`src/rtl/arb_pkg.sv`:
```
// Shared types and sizes for the 8-way round-robin arbiter.
package arb_pkg;

  localparam int unsigned N_REQ  = 8;
  localparam int unsigned IDX_W  = 3;
  localparam int unsigned HOLD_W = 8;

  typedef enum logic [0:0] {
    IDLE  = 1'b0,
    GRANT = 1'b1
  } arb_state_e;

  // Registered grant payload driven onto the bus
  typedef struct packed {
    logic [N_REQ-1:0] gnt;
    logic [IDX_W-1:0] y;
    logic             valid;
  } grant_t;

  localparam grant_t GRANT_NONE = '{gnt: '0, y: '0, valid: 1'b0};

  // Saturating hold counter increment
  function automatic logic [HOLD_W-1:0] sat_inc(input logic [HOLD_W-1:0] v);
    return (v == {HOLD_W{1'b1}}) ? v : v + HOLD_W'(1);
  endfunction

endpackage

```
`src/rtl/rr_arbiter_8x3_if.sv`:
```
// Request/grant bundle between requesters (master) and the arbiter (slave).
interface rr_arbiter_8x3_if;
  import arb_pkg::*;

  logic             en;
  logic [N_REQ-1:0] req;
  logic [N_REQ-1:0] gnt;
  logic [IDX_W-1:0] y;
  logic             valid;

  modport master (output en, output req, input gnt, input y, input valid);
  modport slave  (input en, input req, output gnt, output y, output valid);

endinterface

```
`src/rtl/rr_pick_8.sv`:
```
// Combinational round-robin pick: rotate by ptr, fixed-priority, rotate back.
module rr_pick_8
  import arb_pkg::*;
(
  input  logic [N_REQ-1:0] req,
  input  logic [IDX_W-1:0] ptr,
  output logic [N_REQ-1:0] pick_oh,
  output logic [IDX_W-1:0] pick_idx,
  output logic             any
);

  logic [2*N_REQ-1:0] rot_dbl;
  logic [2*N_REQ-1:0] back_dbl;
  logic [N_REQ-1:0]   rot;
  logic [N_REQ-1:0]   fp_oh;
  logic [IDX_W-1:0]   fp_idx;

  // Bit 0 of rot is requester ptr, so lowest set bit is the winner
  assign rot_dbl = {req, req} >> ptr;
  assign rot     = rot_dbl[N_REQ-1:0];
  assign fp_oh   = rot & (~rot + N_REQ'(1));

  always_comb begin
    fp_idx = '0;
    for (int i = N_REQ - 1; i >= 0; i--) begin
      if (rot[i]) fp_idx = IDX_W'(i);
    end
  end

  assign back_dbl = {fp_oh, fp_oh} << ptr;
  assign pick_oh  = back_dbl[2*N_REQ-1:N_REQ];
  assign pick_idx = fp_idx + ptr;
  assign any      = |req;

endmodule

```
`src/rtl/rr_arbiter_8x3.sv`:
```
// Round-robin arbiter for 8 requesters with bounded hold and registered one-hot/binary grant.
module rr_arbiter_8x3
  import arb_pkg::*;
#(
  parameter int unsigned MAX_HOLD = 16
)(
  input  logic             clk,
  input  logic             rst,
  rr_arbiter_8x3_if.slave  bus
);

  arb_state_e        state_q, state_d;
  logic [IDX_W-1:0]  ptr_q, ptr_d;
  logic [HOLD_W-1:0] hold_cnt_q, hold_cnt_d;
  grant_t            grant_q, grant_d;

  logic [N_REQ-1:0]  pick_oh;
  logic [IDX_W-1:0]  pick_idx;
  logic              pick_any;
  logic              release_c;

  rr_pick_8 u_pick (
    .req      (bus.req),
    .ptr      (ptr_q),
    .pick_oh  (pick_oh),
    .pick_idx (pick_idx),
    .any      (pick_any)
  );

  // Hold ends on request drop, enable drop or reaching the hold limit
  assign release_c = !bus.req[grant_q.y] || !bus.en ||
                     ((MAX_HOLD != 0) && (hold_cnt_q == HOLD_W'(MAX_HOLD)));

  always_ff @(posedge clk) begin
    if (rst) begin
      state_q    <= IDLE;
      ptr_q      <= '0;
      hold_cnt_q <= '0;
      grant_q    <= GRANT_NONE;
    end else begin
      state_q    <= state_d;
      ptr_q      <= ptr_d;
      hold_cnt_q <= hold_cnt_d;
      grant_q    <= grant_d;
    end
  end

  always_comb begin
    state_d    = state_q;
    ptr_d      = ptr_q;
    hold_cnt_d = hold_cnt_q;
    grant_d    = grant_q;
    unique case (state_q)
      IDLE: begin
        grant_d = GRANT_NONE;
        if (bus.en && pick_any) begin
          state_d    = GRANT;
          grant_d    = '{gnt: pick_oh, y: pick_idx, valid: 1'b1};
          hold_cnt_d = HOLD_W'(1);
        end
      end
      GRANT: begin
        if (release_c) begin
          // Released requester drops to lowest priority; always one idle bubble
          state_d    = IDLE;
          grant_d    = GRANT_NONE;
          ptr_d      = grant_q.y + IDX_W'(1);
          hold_cnt_d = '0;
        end else begin
          hold_cnt_d = sat_inc(hold_cnt_q);
        end
      end
      default: begin
        state_d = IDLE;
        grant_d = GRANT_NONE;
      end
    endcase
  end

  assign bus.gnt   = grant_q.gnt;
  assign bus.y     = grant_q.y;
  assign bus.valid = grant_q.valid;

endmodule
```
`src/flat_wrapper.sv`:
```
// flat-port wrapper written by rule: the top's interface ports become plain ports
module rr_arbiter_8x3_flat import arb_pkg::*;
#(
  parameter int unsigned MAX_HOLD = 16
)
  (clk, rst, bus_en, bus_req, bus_gnt, bus_y, bus_valid);
  rr_arbiter_8x3_if bus_i ();
  input  logic clk;
  input  logic rst;
  input wire logic [$bits(bus_i.en)-1:0] bus_en;
  input wire logic [$bits(bus_i.req)-1:0] bus_req;
  output wire logic [$bits(bus_i.gnt)-1:0] bus_gnt;
  output wire logic [$bits(bus_i.y)-1:0] bus_y;
  output wire logic [$bits(bus_i.valid)-1:0] bus_valid;
  assign bus_i.en = bus_en;
  assign bus_i.req = bus_req;
  assign bus_gnt = bus_i.gnt;
  assign bus_y = bus_i.y;
  assign bus_valid = bus_i.valid;
  rr_arbiter_8x3 #(.MAX_HOLD(MAX_HOLD)) u_core (.clk(clk), .rst(rst), .bus(bus_i));
endmodule
```
`config.mk`:
```
export PLATFORM = sky130hd
export DESIGN_NAME = rr_arbiter_8x3_flat
export DESIGN_NICKNAME = d
export VERILOG_FILES = /design/src/rtl/arb_pkg.sv /design/src/rtl/rr_arbiter_8x3_if.sv /design/src/rtl/rr_pick_8.sv /design/src/rtl/rr_arbiter_8x3.sv /design/src/flat_wrapper.sv
export SDC_FILE = /design/constraint.sdc
export NUM_CORES = 1
export LEC_CHECK = 0
export BUFFER_PORTS_ARGS = -buffer_cell sky130_fd_sc_hd__buf_4
export CAP_MARGIN = 20
export CELL_PAD_IN_SITES_DETAIL_PLACEMENT = 1
export CELL_PAD_IN_SITES_GLOBAL_PLACEMENT = 1
export CORE_ASPECT_RATIO = 0.75
export CORE_UTILIZATION = 25
export DETAILED_ROUTE_END_ITERATION = 7
export GPL_TIMING_DRIVEN = 0
export PLACE_DENSITY = 0.54
export SLEW_MARGIN = 20
export SYNTH_ARGS = -nofsm -noshare
export SYNTH_HDL_FRONTEND = slang
export SYNTH_SLANG_ARGS = --single-unit
```
`constraint.sdc`:
```
create_clock -name clk -period 3.6 [get_ports clk]
set_input_delay 0.36 -clock clk [delete_from_list [all_inputs] [get_ports clk]]
set_output_delay 0.36 -clock clk [all_outputs]
set_load 0.05 [all_outputs]
```
==> summary.md, run 1 <==
| Metric | Value |
|---|---|
| Outcome | finished, final reports clean |
| Static Leak | 0.791 nW |
| WS Path Type | flop to flop |
| Crit-path max FO | 17 |
| Vias in the first global route | 1796 |
| Number of synthesized flops with an enable pin | 0 |
| # diodes | 0 |
| Setup TNS | 0 ps |
| Detailed placement HPWL | 4440 um |
| DR iter-0 viols | 78 |
| Hold WS | approximately 480 ps |
| Final antenna-violating net count | 0 |
| Initial antenna violation count | 0 |
| Pins Over Slew Limit | 0 |
| Clk buf depth | 2 |
| Port bufs | 22 |
| Worst EP arrival | ~3400 ps |
| Filler Cell Count | between 800 and 900 |
| Clock root buffer | clkbuf_8 |
| Ports | 23 |
| RSZ-0062 raised after global routing | no |
| Max incr delay on CP | 680 ps |
| Worst setup EP type | flop |
| TritonRoute pass-1 iters | 4 |
| Die Area | slightly above 8000 um2 |
| Total CTS buffers | 3 |
| Chip height | 78.0 um |
| Fraction of layout cells with a size suffix above 1 | 19.3% |
| Post-DR wirelength/cell | 16.7 um |
| Mapped Avg Cell Area | 8.82 um2 |
| Synthesized area | approximately 1900 um2 |
| Post-route DRC | 0 |
| DP Area | 2210 um2 |
| First-pass GRT wire length | 9530 um |
| Max Fclk | 0.305 GHz |
| CP required | 3760 ps |
| H-tree depth | 1 |
| Leading area contributor after synthesis | dfxtp_1 |
| Yosys reg bits | 24 |
| Hold Path Class | flop to flop |
| GPL Wtd Cong | 0.817 |
| Crit path launch type | flop |
| PD cells | about 330 nW/um2 |
| Remaining global-route overflow | 0 |
| Routed WL | 5730 um |
| Top post-synthesis cells by area | dfxtp_1, mux4_2, nand2_1, mux4_1, mux2i_1 |
| R2R setup slack | 320 ps |
| YS warnings | 0 |
| Hold Vio Cnt, Final | 0 |
| Row count | 27 |
| Count of mapped cells out of synthesis | 218 |
| Top post-synthesis cells by count | dfxtp_1, nand2_1, nor2_1, a21oi_1, nand3_1 |
| Worst Tran Pin Value | 654 ps |
| Vias per inst | between 5 and 6 |
| Hold Buf Count CTS | 0 |
| Final setup fails | 0 |
| Most common cell in the netlist | dfxtp_1 |
| Die X | just over 100 um |
| Post-synthesis sequential area ratio | 25.0% |
| Area grow syn2layout | 19.0% |
| Top_reg_cell synth | dfxtp_1 |
| Fraction of registers with async set/reset | 0% |
| Top delay family on crit path | compound AO/OA/AOI/OAI gates |
| Core area | 7400 um2 |
| WP buf/inv | 1 |
| Initial Util | around a quarter |
| Unique cell type count in the Yosys netlist | 54 |
| Clk pin slew, worst setup/hold paths | roughly 90 ps |
| CTS tree | yes |
| Num Clock Sinks | 24 |
| Max_cap viols | 0 |
| Final nets | 260 |
| Design Area, Final | 2290 um2 |
| Largest net degree at the start of global routing | 15 |
| Post-Syn Nets | 234 |
| Post-CTS setup repair buffer count | 0 |
| Clock latency on the worst-skew pair | 270 ps |
| VDD IR max | 0.170 mV |
| Yosys top cell area share | about a quarter |
| Crit path cell chain | buf_6, mux4_1, a221oi_2, a21oi_1, o21ai_0, a21oi_1, ha_1, fa_1, xnor2_1, xnor2_1, o21ai_0 |
| Period minus WS final | 3280 ps |
| Slew Limit Headroom | 56.4% |
| Worst path slowest cell | mux4_1 |
| Clock Skew | between 2 and 3 ps |
| Total Routing Usage GR | 15.2% |
| Ratio of final minimum period to clock period | 91.1% |
| Via count | 1828 |
## kinds of logic after synthesis
| kind of cell | synth area share, % |
|---|---|
| and+or+nand+nor | 25.4 |
| AOI/OAI and AO/OA | 17.9 |
| DFF | 25.0 |
| muxes | 19.6 |
| buffers and inverters | 4.29 |
| xor gates and xnor gates | 4.10 |
| adders and majority gates | 3.64 |
## state kept, by name, summed over array words and instances, names as in the netlist
signal	count
u_core.bus.y	3
u_core.state_q	1
u_core.hold_cnt_q	8
u_core.bus.gnt	8
u_core.bus.valid	1
u_core.ptr_q	3
## worst register-to-register path, delay by kind of cell (launching register included)
family                   cells  cell delay, ps
flip-flops                   1             400
buffers and inverters        1             210
multiplexers                 1             680
adder cells (fa/ha/maj)      2             600
AO/OA/AOI/OAI                5             950
XOR/XNOR                     2             320
## layout make-up
class | count | area [um2] | area share [%]
well taps | 101 | 126 | 5.52
multi-input cells | 176 | 1370 | 59.7
clock buffers | 3 | 41.3 | 1.80
plain buffers | 11 | 56.3 | 2.46
flip-flops and latches | 24 | 480 | 21.0
repair buffers | 22 | 165 | 7.22
inverters | 6 | 22.5 | 0.984
clock inverters | 1 | 30.0 | 1.31
## per-stage QoR
stage / utilization (%) / setup WS, ps / total power [mW] / instances
floorplan: - / 572 / 0.454 / 218
global placement: 29.9 / 12.7 / 0.527 / 341
detailed placement: 29.9 / -18.7 / 0.528 / 341
CTS: 31.0 / 161 / 0.776 / 345
global route: 30.9 / 85.0 / 0.805 / 344
finish: 30.9 / 321 / 0.765 / 344
## what timing repair did
| item | in CTS | in global routing |
|---|---|---|
| setup endpoints to repair | 1 | 2 |
| cloned | 0 | 0 |
| resized for setup | 1 | 0 |
| endpoints found under the hold margin | 0 | 0 |
## layout by cell type, fill, tap and decap left out, types with 3 or more instances in the layout
master,n
mux2i_1,7
nand3_1,10
ha_1,4
dfxtp_1,24
nand3b_1,3
o41ai_1,3
o21ai_0,8
a22oi_1,3
clkbuf_1,8
inv_1,6
a21oi_1,12
o221ai_1,4
clkbuf_8,3
mux4_1,3
buf_4,22
nor4_1,3
nand2b_1,7
mux2_2,5
xnor2_1,8
nor2_1,16
nand4_1,4
nor2b_1,6
mux4_2,7
nand2_1,23
## report_power, final
part	total, mW	internal (mW)	switching [mW]
clock network	0.242	0.149	0.0931
logic	0.236	0.0921	0.144
registers	0.287	0.275	0.0116
total	0.765	0.516	0.249
## metal layers
metal,wire length (um),track usage [%],share of wire [%],up-vias
li1,-,-,-,876
met1,2840,21.8,50,925
met2,2690,23.6,47,22
met3,161,2.52,2.8,5
met4,42,2.96,0.73,0
met5,0,0,0,-
## worst paths after layout
path / cells past startpoint / endpoint / from
max: 11 / u_core.bus.y[2]$_SDFFE_PP0P_ / u_core.ptr_q[1]$_SDFFE_PP0P_
min: 2 / u_core.bus.gnt[6]$_SDFFE_PP0P_ / u_core.bus.gnt[6]$_SDFFE_PP0P_
max reg2reg: 11 / u_core.bus.y[2]$_SDFFE_PP0P_ / u_core.ptr_q[1]$_SDFFE_PP0P_
min reg2reg: 2 / u_core.bus.gnt[6]$_SDFFE_PP0P_ / u_core.bus.gnt[6]$_SDFFE_PP0P_
(Power assumes the default switching activity.)
==> inputs of run 2 (changes only) <==
--- a/config.mk
+++ b/config.mk
@@ -5,6 +5,7 @@
 export SDC_FILE = /design/constraint.sdc
 export NUM_CORES = 1
 export LEC_CHECK = 0
+export ABC_AREA = 1
 export BUFFER_PORTS_ARGS = -buffer_cell sky130_fd_sc_hd__buf_4
 export CAP_MARGIN = 20
 export CELL_PAD_IN_SITES_DETAIL_PLACEMENT = 1
@@ -13,7 +14,7 @@
 export CORE_UTILIZATION = 25
 export DETAILED_ROUTE_END_ITERATION = 7
 export GPL_TIMING_DRIVEN = 0
-export PLACE_DENSITY = 0.54
+export PLACE_DENSITY = 0.57
 export SLEW_MARGIN = 20
 export SYNTH_ARGS = -nofsm -noshare
 export SYNTH_HDL_FRONTEND = slang
==> summary.md, run 2 <==
| Metric | Value |
|---|---|
| Outcome | finished, final reports clean (unchanged) |
| Worst setup startpoint | u_core.ptr_q[1]$_SDFFE_PP0P_ (unchanged) |
| Top_reg_cell synth | dfxtp_1 (unchanged) |
| Post-CTS setup repair buffer count | 0 (unchanged) |
| Most frequent cells in the layout | nand2_1, nand3_1, buf_4 (was dfxtp_1, nand2_1, buf_4) |
| Worst Tran Pin Value | 509 ps (was 654 ps) |
| Crit path launch type | flop (unchanged) |
| Count of mapped cells out of synthesis | 312 (was 218) |
| Design Area, Final | 2300 um2 (was 2290 um2) |
| R2R setup slack | 870 ps (was 320 ps) |
| Core area | 7430 um2 (was 7400 um2) |
| TritonRoute pass-1 iters | 4 (unchanged) |
| Synthesized area | 1940 um2 (was 1920 um2) |
| Clk pin slew, worst setup/hold paths | 90 ps (about the same) |
| Number of synthesized flops with an enable pin | 0 (unchanged) |
| Total CTS buffers | 3 (unchanged) |
| Top post-synthesis cells by area | dfxtp_1, nand2_1, nand3_1, a21oi_1, nor2_1 (was dfxtp_1, mux4_2, nand2_1, mux4_1, mux2i_1) |
| Leading area contributor after synthesis | dfxtp_1 (unchanged) |
| Reg2reg start | u_core.ptr_q[1]$_SDFFE_PP0P_ (unchanged) |
| Initial Util | 26.1% (was 26.0%) |
| PD cells | 392 nW/um2 (was 334 nW/um2) |
| Cells after DPL | 435 (was 341) |
| Ports | 23 (unchanged) |
| First-pass GRT wire length | 10400 um (was 9530 um) |
| Static Leak | 1.03 nW (was 0.791 nW) |
| CTS tree | yes (unchanged) |
| Filler Cell Count | 972 (was 859) |
| Period minus WS final | 2730 ps (was 3280 ps) |
| Post-route DRC | 0 (unchanged) |
| Largest net degree at the start of global routing | 15 (unchanged) |
| Worst setup endpoint | u_core.bus.y[2]$_SDFFE_PP0P_ (unchanged) |
| Mapped Avg Cell Area | 6.22 um2 (was 8.82 um2) |
| Hold Path Class | primary input to flop (was flop to flop) |
| Post-DR wirelength/cell | 14.1 um (was 16.7 um) |
| Die Area | 8120 um2 (was 8050 um2) |
| Chip height | 78.3 um (was 78.0 um) |
| Max_cap viols | 0 (unchanged) |
| Worst R2R Path Depth | 17 (was 11) |
| H-tree depth | 1 (unchanged) |
| Post-place setup slack | 868 ps (was -18.7 ps) |
| Via count | 2105 (was 1828) |
| DR iter-0 viols | 75 (was 78) |
| Max Fclk | 0.366 GHz (was 0.305 GHz) |
| VDD IR max | 0.142 mV (was 0.170 mV) |
| Clk buf depth | 2 (unchanged) |
| DP Area | 2230 um2 (was 2210 um2) |
| # diodes | 0 (unchanged) |
| Initial antenna violation count | 0 (unchanged) |
| Num Clock Sinks | 24 (unchanged) |
| Fraction of layout cells with a size suffix above 1 | 16.3% (was 19.3%) |
| Final antenna-violating net count | 0 (unchanged) |
| Crit-path max FO | 10 (was 17) |
| Hold Buf Count CTS | 0 (unchanged) |
| Area grow syn2layout | 18.7% (was 19.0%) |
| YS warnings | 0 (unchanged) |
| Hold Vio Cnt, Final | 0 (unchanged) |
| Vias in the first global route | 2085 (was 1796) |
| Clock root buffer | clkbuf_8 (unchanged) |
| Post-Syn Nets | 328 (was 234) |
| Die X | 104 um (was 103 um) |
| Setup ws final | 867 ps (was 321 ps) |
| Ratio of final minimum period to clock period | 75.9% (was 91.1%) |
| Final nets | 355 (was 260) |
| Vias per inst | 4.79 (was 5.31) |
| Fraction of registers with async set/reset | 0% (unchanged) |
| Yosys top cell area share | 24.8% (was 25.0%) |
| Remaining global-route overflow | 0 (unchanged) |
| Finished Layout Cells | 439 (was 344) |
| Detailed placement HPWL | 5060 um (was 4440 um) |
| Setup TNS | 0 ps (unchanged) |
| GPL Wtd Cong | 0.781 (was 0.817) |
| Total Routing Usage GR | 16.0% (was 15.2%) |
| Slew Limit Headroom | 66.1% (was 56.4%) |
| Most common cell in the netlist | nand2_1 (was dfxtp_1) |
| CP required | 3770 ps (was 3760 ps) |
| Worst EP arrival | 2900 ps (was 3440 ps) |
| Row count | 27 (unchanged) |
| Clock Skew | 2.78 ps (was 2.93 ps) |
| RSZ-0062 raised after global routing | no (unchanged) |
| RR Endpoint | u_core.bus.y[2]$_SDFFE_PP0P_ (unchanged) |
| WS Path Type | flop to flop (unchanged) |
| Top post-synthesis cells by count | nand2_1, nand3_1, dfxtp_1, a21oi_1, nor2_1 (was dfxtp_1, nand2_1, nor2_1, a21oi_1, nand3_1) |
| Unique cell type count in the Yosys netlist | 33 (was 54) |
| Pins Over Slew Limit | 0 (unchanged) |
| Clock latency on the worst-skew pair | 270 ps (about the same) |
| Yosys reg bits | 24 (unchanged) |
| Commonest non-fill, non-tap cell in the layout | nand2_1 (was dfxtp_1) |
| Worst setup EP type | flop (unchanged) |
| Final setup fails | 0 (unchanged) |
| Post-CTS Resized | 0 (was 1) |
| Post-synthesis sequential area ratio | 24.8% (was 25.0%) |
| Port bufs | 22 (unchanged) |
| Routed WL | 6200 um (was 5730 um) |
run 2: final cells by class:
cell class	instances	area (um2)	share of cell area [%]
Clock buffer	3	41.3	1.79
Multi-Input combinational cell	252	1270	55.4
Timing Repair Buffer	22	165	7.17
Buffer	12	90.1	3.91
Clock inverter	1	30.0	1.30
Inverter	24	95.1	4.13
Sequential cell	24	480	20.9
Tap cell	101	126	5.49
run 2: layer usage:
| metal | global-route usage (%) | vias up | part of all wire, % |
|---|---|---|---|
| met5 | 0 | - | 0 |
| met4 | 1.71 | 0 | 0.39 |
| met3 | 2.57 | 2 | 2.2 |
| met2 | 23.9 | 25 | 41 |
| met1 | 24.5 | 990 | 56 |
| li1 | - | 1088 | - |
run 2: worst min-delay path by stage:
stage / start / to / slack (ps) / cells past startpoint
finish: rst / u_core.bus.gnt[2]$_SDFFE_PP0P_ / 310 / 2
CTS: rst / u_core.bus.gnt[2]$_SDFFE_PP0P_ / 300 / 2
global route: rst / u_core.bus.gnt[3]$_SDFFE_PP0P_ / 310 / 2
floorplan: rst / u_core.bus.gnt[2]$_SDFFE_PP0P_ / 430 / 1
detailed placement: u_core.bus.gnt[4]$_SDFFE_PP0P_ / u_core.bus.gnt[4]$_SDFFE_PP0P_ / 460 / 2
global placement: u_core.bus.gnt[4]$_SDFFE_PP0P_ / u_core.bus.gnt[4]$_SDFFE_PP0P_ / 460 / 2
run 2: power breakdown:
part / switching, mW / internal (mW)
Combinational: 0.249 / 0.117
Sequential: 0.0160 / 0.280
Clock: 0.0915 / 0.149
run 2: critical path, stage by stage (launching register included):
cell     delay, ps
dfxtp_1        340
buf_4          180
inv_4          110
buf_6          150
nand3_1        110
nand3_1         80
nand2_1        100
nand2_1        110
nand2_1         60
a21oi_1        110
o21ai_0        110
ha_1           210
fa_1           380
xnor2_1        140
inv_1           60
or2_1          220
nand3_1         80
a21oi_1         80
run 2: cell families after synthesis:
| kind of cell | Yosys count | share of synthesized area [%] |
|---|---|---|
| flops | 24 | 24.8 |
| buf+inv | 36 | 9.54 |
| xor+xnor | 4 | 1.81 |
| fa+ha+maj | 5 | 3.61 |
| compound gates | 46 | 13.4 |
| simple gates | 197 | 46.9 |
run 2: per-stage QoR:
step	hold slack (ps)	utilization, %	total power [mW]
after floorplan	429	-	0.567
after global placement	455	30.0	0.665
after global routing	305	31.0	0.972
final	306	31.0	0.902
after CTS	298	31.0	0.915
after detailed placement	457	30.0	0.670
